[src/rtl/bt_update_queue.sv]
// BTB update queue: buffers branch-target corrections from the ALUs into an in-order FIFO
// and drains them into the BTB write port; also runs the BTB clean sweep after reset/clear.
package btUpdatePkg;
  typedef struct packed {
    logic [31:0] src;
    logic [31:0] dst;
    logic        clean;
    logic        valid;
  } BTUpdate;
endpackage

module bt_update_queue
  import btUpdatePkg::*;
#(
  parameter int NUM_IN      = 2,
  parameter int DEPTH       = 4,
  parameter int BTB_ENTRIES = 64,
  parameter int IDX_LSB     = 1
) (
  input  logic        clk,
  input  logic        rst,
  input  BTUpdate     IN_btUpdate [NUM_IN],
  input  logic        IN_clearBTB,
  input  logic        IN_ready,
  output BTUpdate     OUT_btUpdate,
  output logic        OUT_busy,
  output logic [15:0] OUT_dropCnt
);

  localparam int AW = $clog2(DEPTH);
  localparam int IW = $clog2(BTB_ENTRIES);
  localparam logic [AW:0]   DEPTH_W = (AW+1)'(DEPTH);
  localparam logic [IW-1:0] LAST_IDX = IW'(BTB_ENTRIES - 1);

  typedef enum logic [1:0] {IDLE, SWEEP, RUN} State;

  State          state, nextState;
  BTUpdate       mem [DEPTH];
  BTUpdate       outReg, nextOut, nextHead, firstWritten;
  logic [AW:0]   rdPtr, wrPtr, rdNext, count, free, taken;
  logic [IW-1:0] idx;
  logic [15:0]   dropCnt, nDrop;
  logic [16:0]   dropSum;
  logic          pop, accept, sweepHs, dup;
  logic          wrEn  [NUM_IN];
  logic [AW-1:0] wrOff [NUM_IN];

  function automatic BTUpdate sweepEntry(input logic [IW-1:0] i);
    BTUpdate e;
    e = '0;
    e.valid = 1'b1;
    e.clean = 1'b1;
    e.src[IDX_LSB +: IW] = i;
    return e;
  endfunction

  always_ff @(posedge clk) begin
    if (rst) state <= IDLE;
    else     state <= nextState;
  end

  always_comb begin
    nextState = state;
    if (IN_clearBTB) nextState = SWEEP;
    else begin
      case (state)
        IDLE:    nextState = SWEEP;
        SWEEP:   if (sweepHs && idx == LAST_IDX) nextState = RUN;
        default: nextState = RUN;
      endcase
    end
  end

  // Enqueue scan: lowest port wins on duplicate src, free slots include a same-cycle pop.
  always_comb begin
    accept  = (state == RUN) && !IN_clearBTB;
    pop     = (state == RUN) && outReg.valid && IN_ready;
    sweepHs = (state == SWEEP) && outReg.valid && IN_ready;
    count   = wrPtr - rdPtr;
    free    = DEPTH_W - count + {{AW{1'b0}}, pop};
    taken   = '0;
    nDrop   = '0;
    firstWritten = '0;
    for (int i = 0; i < NUM_IN; i++) begin
      wrEn[i]  = 1'b0;
      wrOff[i] = '0;
      dup      = 1'b0;
      for (int j = 0; j < i; j++)
        if (IN_btUpdate[j].valid && IN_btUpdate[j].src[31:1] == IN_btUpdate[i].src[31:1])
          dup = 1'b1;
      if (IN_btUpdate[i].valid && !dup) begin
        if (accept && taken < free) begin
          wrEn[i]  = 1'b1;
          wrOff[i] = taken[AW-1:0];
          if (taken == '0) firstWritten = IN_btUpdate[i];
          taken = taken + 1'b1;
        end else begin
          nDrop = nDrop + 1'b1;
        end
      end
    end
    rdNext   = rdPtr + {{AW{1'b0}}, pop};
    nextHead = '0;
    if (rdNext != wrPtr) nextHead = mem[rdNext[AW-1:0]];
    else if (taken != '0) nextHead = firstWritten;
    nextHead.clean = 1'b0;
    nextHead.valid = (rdNext != wrPtr + taken);
  end

  always_comb begin
    OUT_busy = (state == SWEEP);
    nextOut  = outReg;
    if (IN_clearBTB || state == IDLE) nextOut = sweepEntry('0);
    else if (state == SWEEP) begin
      if (sweepHs) nextOut = (idx == LAST_IDX) ? BTUpdate'('0) : sweepEntry(idx + 1'b1);
    end else nextOut = nextHead;
  end

  always_ff @(posedge clk) begin
    if (rst) begin
      outReg  <= '0;
      rdPtr   <= '0;
      wrPtr   <= '0;
      idx     <= '0;
      dropCnt <= '0;
    end else begin
      outReg  <= nextOut;
      dropCnt <= dropSum[16] ? 16'hFFFF : dropSum[15:0];
      if (IN_clearBTB) begin
        rdPtr <= '0;
        wrPtr <= '0;
        idx   <= '0;
      end else begin
        rdPtr <= rdNext;
        wrPtr <= wrPtr + taken;
        if (sweepHs) idx <= (idx == LAST_IDX) ? '0 : idx + 1'b1;
      end
    end
  end

  always_ff @(posedge clk) begin
    if (!rst)
      for (int i = 0; i < NUM_IN; i++)
        if (wrEn[i]) mem[wrPtr[AW-1:0] + wrOff[i]] <= IN_btUpdate[i];
  end

  assign dropSum      = 17'(dropCnt) + 17'(nDrop);
  assign OUT_btUpdate = outReg;
  assign OUT_dropCnt  = dropCnt;

endmodule

[config.mk]
export PLATFORM = sky130hd
export DESIGN_NAME = bt_update_queue
export DESIGN_NICKNAME = d
export VERILOG_FILES = /design/src/rtl/bt_update_queue.sv
export SDC_FILE = /design/constraint.sdc
export NUM_CORES = 1
export LEC_CHECK = 0
export ABC_AREA = 1
export BUFFER_PORTS_ARGS = -buffer_cell sky130_fd_sc_hd__buf_4
export CAP_MARGIN = 20
export CORE_MARGIN = 4
export CORE_UTILIZATION = 60
export DETAILED_ROUTE_END_ITERATION = 10
export HOLD_SLACK_MARGIN = 0.02
export PLACE_DENSITY = 0.93
export SETUP_SLACK_MARGIN = 0.15
export SLEW_MARGIN = 20
export SYNTH_ARGS = -nofsm -noshare
export SYNTH_HDL_FRONTEND = slang
export SYNTH_SLANG_ARGS = --single-unit
[constraint.sdc]
create_clock -name clk -period 20.8 [get_ports clk]
set_input_delay 1.04 -clock clk [delete_from_list [all_inputs] [get_ports clk]]
set_output_delay 1.04 -clock clk [all_outputs]
set_load 0.02 [all_outputs]
Word level (Yosys, flattened, before mapping)
Memories as Yosys holds them, arrays and structs flattened.
Cells that the tools add are included.
{"block": "word_totals", "in_bits": 136, "ramBits": 264, "out_inout_bits": 83, "reg_bits": 96, "memories": 1, "wordCells": 88}
{"memory": "mem", "words": 4, "width": 66, "rd": 1, "rd_ports_with_merged_regs": 0, "wr": 2, "line_no": "38", "text": "BTUpdate mem [DEPTH];"}
{"block": "op_classes", "reduce_logical": 18, "n_mux": 37, "n_addsub": 10, "order_cmp": 2, "eq_ne": 10}
{"op": "$mux 66", "count": 9}
{"op": "$mux 16", "count": 3}
{"op": "$mux 41", "count": 1}
{"op": "$eq 31x31->1", "count": 1}
{"op": "$add 16x16->17", "count": 1}
{"op": "$add 16x1->16 const B", "count": 1}
{"op": "$mux 1", "count": 16}
{"op": "$logic_and 1x1->1", "count": 10}
{"op": "$mux 2", "count": 4}
{"op": "$add 3x1->3", "count": 2}
{"op": "$add 6x1->6 const B", "count": 1}
{"op": "$eq 6x6->1 const B", "count": 1}
{"op": "$mux 3", "count": 2}
{"op": "$mux 6", "count": 1}
{"op": "$ne 3x3->1", "count": 2}
{"op": "$ne 2x1->1 const B", "count": 2}
{"op": "$pmux 2 s2", "count": 1}
{"op": "$reduce_or 2->1", "count": 2}
{"op": "$add 3x1->3 const B", "count": 1}
{"op": "$add 3x3->3", "count": 1}
{"op": "$logic_not 3->1", "count": 1}
{"op": "$lt 1x3->1 const A", "count": 1}
{"op": "$lt 3x3->1", "count": 1}
{"op": "$ne 3x1->1 const B", "count": 1}
{"op": "other kinds (10)", "count": 11}

Logic depth before layout (Yosys ltp)
Gate-level depths: netlist of the first run.
{"block": "depth", "depth_word": 17, "depth_mapped": 31, "ltp_nobuf": 31}

Least setup slack after synthesis of the first run
Ideal clock, no wire load.
{"block": "synth_timing", "path_kind": "in2reg", "start": "input IN_ready", "end": "memory mem[2][10] in the netlist's numbering (enable)", "required_time_ns": 20.219, "t_arrival_ns": 7.939, "slack_ns": 12.281, "cell_stages": 19, "cell_sequence": "nand2_1 nor2_1 inv_1 ha_1 inv_1 ha_1 inv_1 fa_1 inv_1 nand2_1 nand2_1 nand2_1 nand4_1 nand3_1 buf_2 buf_1 nor2_1 inv_1 o31ai_1"}
{"item": "start: declaration", "line_no": "24", "text": "input logic IN_ready,"}
{"item": "end: declaration", "line_no": "38"}

==> results of run 1 <==
stage by stage:
step | instance area (µm²) | worst slack [ns]
after floorplan | 19200 | 12.28
after global placement | 20800 | 13.66
after detailed placement | 20800 | 13.47
after CTS | 22200 | 14.00
after global routing | 22200 | 13.58
final | 22200 | 13.94
area by class of cell:
type	instances	area share [%]
sequential	352	43.3
multi-input combinational	1755	37.3
timing repair buffer	235	7.95
clock buffer	55	5.23
inverter	181	3.09
tap	402	2.27
clock inverter	15	0.818
antenna	2	0.0226
layer usage:
layer	vias to the layer above	part of all wire [%]	track usage [%]
met5	-	0	0
met4	0	3.9	14.0
met3	207	12	5.95
met2	1252	49	55.0
met1	8310	35	37.6
li1	8381	-	-
placed cells by master (no fill, tap or decap), types with 18 or more instances in the layout:
master | Yosys | routed
a21oi_1 | 209 | 209
nand3_1 | 23 | 22
a32o_1 | 58 | 58
nand2_1 | 988 | 988
dfxtp_1 | 96 | 96
edfxtp_1 | 256 | 256
o21ai_0 | 93 | 91
o21ai_2 | 18 | 18
o21ai_1 | 227 | 227
buf_4 | 1 | 235
nor2_1 | 64 | 62
inv_1 | 173 | 171
clkbuf_16 | 0 | 42
worst min path at each step:
stage               slack (ns)  cells past startpoint             start               end
global placement          0.45                      2  OUT_btUpdate[26]  OUT_btUpdate[26]
detailed placement        0.46                      2  OUT_btUpdate[26]  OUT_btUpdate[26]
finish                    0.47                      2   OUT_btUpdate[8]   OUT_btUpdate[8]
floorplan                 0.46                      2            idx[1]            idx[1]
CTS                       0.47                      2  OUT_btUpdate[10]  OUT_btUpdate[10]
global route              0.49                      2  OUT_btUpdate[64]  OUT_btUpdate[64]
kinds of logic (layout without fill, tap and decap cells):
logic type / count (synthesis) / in the layout / share of synthesized area, %
simple gates: 1101 / 1101 / 22.1
compound gates: 616 / 616 / 18.1
flops: 352 / 352 / 50.0
buf+inv: 345 / 486 / 7.73
xor+xnor: 23 / 23 / 1.05
fa+ha+maj: 15 / 15 / 1.09
other cells: 0 / 2 / 0
state kept, by name (all words and copies together) (netlist names):
name,count
rdPtr,3
state,2
OUT_btUpdate,66
wrPtr,3
idx,6
OUT_dropCnt,16
mem,256
worst max-delay path: stages:
cell and delay (ns):
buf_4 0.08, nand2_1 0.12, nor2_1 0.26, inv_1 0.07, ha_1 0.28, inv_1 0.06
ha_1 0.14, inv_1 0.07, fa_1 0.44, inv_1 0.07, nand2_1 0.04, nand2_1 0.08
nand2_1 0.08, nand4_1 0.18, nand3_4 0.85, inv_2 0.26, ha_1 0.17, nand3_1 0.20
inv_1 0.11, ha_1 0.16, xnor2_1 0.26, nand3_4 0.62, o21ai_4 0.63, buf_4 0.70
power groups by stage:
| stage | clock network (µW) | logic [µW] | registers (µW) |
|---|---|---|---|
| finish | 721 | 128 | 755 |
| global route | 750 | 140 | 755 |
| CTS | 719 | 125 | 755 |
| detailed placement | 0 | 123 | 770 |
| global placement | 0 | 117 | 770 |
| floorplan | 0 | 66.8 | 772 |
==> results.json, run 1 <==
{
  "status": "complete, no violations",
  "dp_hpwl_um": 33300,
  "clkSinkCount": 352,
  "peakVddDrop_v": 0.0000493,
  "combPwrFrac_pct": 8.0,
  "insertion_delay_ns": 0.53,
  "syn-cell-area_mm2": 0.0192,
  "power.internal_uw": 1240,
  "place_congestion": 0.856,
  "drc": 0,
  "drtIter0Drc": 2454,
  "power_uw": 1600,
  "switchingPower_uw": 366,
  "grt_overflow_total": 0,
  "regArea_mm2": 0.00961,
  "cts_buffers": 38,
  "synth_edf_count": 256,
  "reg2reg_slack_ns": 14.12,
  "cellPowerDensity_mw_per_mm2": 72.3,
  "wire_per_inst_um": 19.1,
  "worstRegToRegCells": 23,
  "synthTopCellsByCount": "nand2_1 (988), edfxtp_1 (256), o21ai_1 (227)",
  "fill_cells": 2294,
  "report.final.setup_viol": 0,
  "hold_slack_ns": 0.467,
  "std_cell_rows": 65,
  "yosys_warnings": 0,
  "cts_hold_buf": 0,
  "antenna_found_initial": 2,
  "cp.required_ns": 20.96,
  "synth_top_area_share_pct": 40.0,
  "syn2layout_area_growth_pct": 15.3,
  "via_per_inst": 6.06,
  "layoutNonFillerInstCount": 2997,
  "hold_viol_final": 0,
  "grt_max_degree": 90,
  "io_pins": 219,
  "rsz0062_at_grt": "false",
  "die_area_mm2": 0.0350,
  "hp-class": "reg -> reg",
  "cts_resized": 0,
  "dpl.cell_count": 2925,
  "critPathLaunch": "IN_ready",
  "clkTransAtPathRegs_ns": 0.06,
  "synthFlopType": "edfxtp_1",
  "synthTopCellsByArea": "edfxtp_1 (40%), nand2_1 (19%), dfxtp_1 (10%)",
  "pwr-share-clk_pct": 45.0,
  "vias": 18200,
  "leakagePower_uw": 0.00990,
  "syn_inst": 2452,
  "multiInputGateArea_mm2": 0.00827,
  "synth-seq-area-share_pct": 50.0,
  "endpoint_kind": "register",
  "chipWidth_um": 187,
  "fin_crit_ns": 6.86,
  "critPathMaxFanout": 66,
  "start_util_pct": 61.0,
  "synth_fp_nets": 2603,
  "crit_type": "in -> reg",
  "sw_frac_of_total_pct": 22.8,
  "worst_pin_slew_ns": 1.11,
  "max_freq_ghz": 0.146,
  "fin_crit_sh_pct": 33.0,
  "p_seq_share_pct": 47.1,
  "fin_tns_setup_ns": 0,
  "fp.dieH_um": 187,
  "syn_area_per_cell_um2": 7.85,
  "antenna_left": 0,
  "wl_um": 57300,
  "synth_cell_types": 40,
  "cp-endpoint": "mem[1][61]",
  "nets": 2714,
  "post_cts_buffers": 0,
  "crit_arrival_ns": 7.02,
  "utilization_pct": 70.3,
  "finClkSkew_ns": 0.0138,
  "track_usage_pct": 31.3,
  "synth.largest_area_cell": "edfxtp_1",
  "core_mm2": 0.0316,
  "drv_cap": 0,
  "synth.most_common_cell": "nand2_1",
  "h-tree-depth": 2,
  "drive_gt1_share_pct": 13.3,
  "cts_tree": "yes",
  "io_buffers": 216,
  "r2r_start": "state[1]",
  "slew_headroom_pct": 26.2,
  "drt_pre_antenna_iters": 6,
  "grt_pass1_vias": 18000,
  "clockBufferDepth": 3,
  "root_buffer": "clkbuf_16",
  "r2r-end": "mem[1][61]",
  "grt_first_pass_wirelength_um": 89500,
  "start_kind": "primary input",
  "ys_seq_elements": 352,
  "async_flop_share_pct": 0,
  "slew_viol_final": 0
}
Note: power is estimated with default switching activity, not from simulation.
==> run 2, diff against run 1 <==
- ABC_AREA: 1 -> 0
- CORE_UTILIZATION: 60 -> 53
- PLACE_DENSITY: 0.93 -> 0.88
- clock period: 20.8 -> 5.6 ns (I/O delays scaled with it)
==> run 2 against run 1 <==
Against the previous run:
- non-clock buffer count is 8 higher
- sequential share of layout area is 1.9 points higher
- critical endpoint is now mem[0][7]
- largest cell class unchanged
- utilization is 5.6 points lower
- first-iteration DRC count is 57% lower
- flip-flop and latch count stayed put
- area after synthesis is 7.4% lower
- clock power grew to 3.6 times the previous value
- sequential power grew to 3.7 times the previous value
- combinational power grew to 3.0 times the previous value
==> results.json, run 2 <==
{
  "power.internal_uw": 4570,
  "h-tree-depth": 2,
  "crit_arrival_ns": 5.48,
  "combPwrFrac_pct": 6.6,
  "synth_compound_area_share_pct": 8.31,
  "synth_fp_nets": 1416,
  "syn_area_per_cell_um2": 14.1,
  "die_area_mm2": 0.0366,
  "pwr-share-clk_pct": 45.1,
  "hold_end": "OUT_btUpdate[23]",
  "vias": 12000,
  "drc": 0,
  "peakVddDrop_v": 0.000207,
  "synthTopCellsByCount": "edfxtp_1 (256), mux2_2 (209), dfxtp_1 (96)",
  "insertion_delay_ns": 0.52,
  "std_cell_rows": 66,
  "crit_chain": "nand2_1 > or2_2 > ha_1 > inv_1 > ha_1 > inv_1 > fa_1 > xnor2_1 > xnor2_2 > a31oi_1 > nand2_1 > inv_1 > ha_1 > and3_1 > ha_1 > nor3b_1 > nand4_1 > buf_8 > mux2_2",
  "wl_um": 47400,
  "grt_max_degree": 76,
  "async_flop_share_pct": 0,
  "worst_pin_slew_ns": 1.12,
  "fin_crit_sh_pct": 93.1,
  "finClkSkew_ns": 0.0168,
  "yosys.area_share.simple_pct": 4.80,
  "crit_type": "reg -> reg",
  "via_per_inst": 6.21,
  "grt_overflow_total": 0,
  "min_path_cells": 3,
  "fill_cells": 2326,
  "pre_cts_slack_ns": 0.291,
  "synth.most_common_cell": "edfxtp_1",
  "nets": 1609,
  "core_mm2": 0.0329,
  "cts_tree": "yes",
  "chipWidth_um": 191,
  "synthFlopType": "edfxtp_1",
  "cp_common_cell": "ha_1",
  "synth_edf_count": 256,
  "syn2layout_area_growth_pct": 19.3,
  "slew_headroom_pct": 25.4,
  "r2r_start": "OUT_btUpdate[0]",
  "drtIter0Drc": 1044,
  "max_freq_ghz": 0.192,
  "drv_cap": 0,
  "yosys_warnings": 0,
  "hold_viol_final": 0,
  "r2r-end": "mem[0][7]",
  "synth_xor_area_share_pct": 3.03,
  "fp.dieH_um": 191,
  "syn-cell-area_mm2": 0.0178,
  "fin_ws_ns": 0.386,
  "hold_slack_ns": 0.0602,
  "cp_top_family": "simple AND/OR/NAND/NOR gates",
  "io_buffers": 216,
  "critPathMaxFanout": 47,
  "worstRegToRegCells": 19,
  "ys_seq_elements": 352,
  "endpoint_kind": "register",
  "cts_buffers": 39,
  "grt_first_pass_wirelength_um": 72200,
  "clockBufferDepth": 3,
  "layoutNonFillerInstCount": 1932,
  "syn_inst": 1265,
  "dpl.cell_count": 1857,
  "synth.largest_area_cell": "edfxtp_1",
  "synth_top_family_by_area": "multiplexers",
  "largest_reg_flops": 256,
  "crit_slowest_cell": "fa_1",
  "cp.required_ns": 5.87,
  "reg2reg_slack_ns": 0.39,
  "clkTransAtPathRegs_ns": 0.06,
  "antenna_found_initial": 4,
  "antenna_left": 0,
  "start_kind": "register",
  "track_usage_pct": 25.3,
  "leakagePower_uw": 0.00760,
  "synth-seq-area-share_pct": 53.9,
  "drt_pre_antenna_iters": 8,
  "drive_gt1_share_pct": 43.3,
  "cpPeakStageDelay_ns": 0.43,
  "switchingPower_uw": 1220,
  "report.final.setup_viol": 0,
  "clkSinkCount": 352,
  "start_util_pct": 54.2,
  "io_pins": 219,
  "wire_per_inst_um": 24.5,
  "final_cell_mix": "edfxtp_1 (256), buf_4 (229), mux2_2 (209)",
  "muxShareOfSynthArea_pct": 25.5,
  "synth_cell_types": 52,
  "dp_hpwl_um": 28300,
  "rsz0062_at_grt": "true",
  "worstHoldStart": "IN_btUpdate[23]",
  "sw_frac_of_total_pct": 21.1,
  "root_buffer": "clkbuf_16",
  "cp_num_buf_inv": 4,
  "hp-class": "in -> reg",
  "synth_top_area_share_pct": 43.1,
  "place_congestion": 0.864,
  "layout_commonest_cell": "edfxtp_1",
  "synthTopCellsByArea": "edfxtp_1 (43%), mux2_2 (13%), dfxtp_1 (11%)",
  "p_seq_share_pct": 48.3,
  "fin_crit_ns": 5.21,
  "cellPowerDensity_mw_per_mm2": 273,
  "status": "complete, no violations",
  "yosys.area_share.adder_pct": 1.18,
  "grt_pass1_vias": 12500,
  "slew_viol_final": 0
}
==> run 2: worst max-delay path by stage <==
stage / startpoint / to / slack [ns] / depth (start not counted)
2_1_floorplan: OUT_btUpdate[0] / mem[0][10] / -1.10 / 12
3_3_place_gp: IN_ready / OUT_dropCnt[1] / 0.42 / 22
6_report: OUT_btUpdate[0] / mem[0][7] / 0.39 / 19
5_1_grt: OUT_btUpdate[0] / mem[0][64] / 0.12 / 19
3_5_place_dp: IN_ready / OUT_dropCnt[13] / 0.29 / 22
4_1_cts: OUT_btUpdate[0] / OUT_dropCnt[13] / 0.27 / 21
==> run 2: cell families (layout without fill, tap and decap cells) <==
family | after synthesis | in the layout
DFF | 352 | 352
muxes | 323 | 323
AOI/OAI and AO/OA | 229 | 229
and+or+nand+nor | 179 | 179
buffers and inverters | 107 | 328
xor gates and xnor gates | 60 | 60
adders and majority gates | 15 | 15
other | 0 | 4
==> run 2: layout make-up <==
type	count	area, µm²	share of cell area, %
Sequential cell	352	9610	45.2
Multi-Input combinational cell	806	7760	36.5
Timing Repair Buffer	243	1980	9.29
Clock buffer	52	1090	5.11
Tap cell	442	553	2.60
Clock inverter	17	209	0.983
Inverter	16	60.1	0.282
Antenna cell	4	10.0	0.0471
==> run 2: power by group through the flow <==
stage / registers, µW / clock network [µW] / logic, µW
2_1_floorplan: 2860 / 0 / 182
3_3_place_gp: 2860 / 0 / 355
3_5_place_dp: 2860 / 0 / 370
4_1_cts: 2800 / 2640 / 375
5_1_grt: 2800 / 2760 / 411
6_report: 2800 / 2610 / 380
==> run 2: worst min-delay path: cells and delay by family <==
| family | cells | cell delay [ns] |
|---|---|---|
| buffers and inverters | 1 | 0.10 |
| AO/OA/AOI/OAI | 2 | 0.16 |
==> run 2: what timing repair did <==
item / in CTS / in global routing
resized for setup: 0 / 11
setup buffers: 0 / 0
hold buffers: 1 / 0
hold endpoints to repair: 1 / 0
endpoints found under the setup margin: 0 / 165
==> run 2: routing by layer <==
metal / global-route usage, % / vias to the layer above / share of wire, %
met5: 0 / - / 0.057
met4: 7.87 / 4 / 2.8
met3: 5.06 / 102 / 8.9
met2: 42.8 / 587 / 50
met1: 33.3 / 5989 / 39
li1: - / 5310 / -
==> run 2: stage by stage <==
stage | TNS (ns) | cell area [µm²] | utilization [%] | power, µW
floorplan | -211.53 | 17800 | - | 3040
finish | 0 | 21300 | 64.7 | 5790
global placement | 0 | 19900 | 60.5 | 3210
detailed placement | 0 | 19900 | 60.5 | 3230
global route | 0 | 21300 | 64.7 | 5970
CTS | 0 | 21200 | 64.5 | 5820
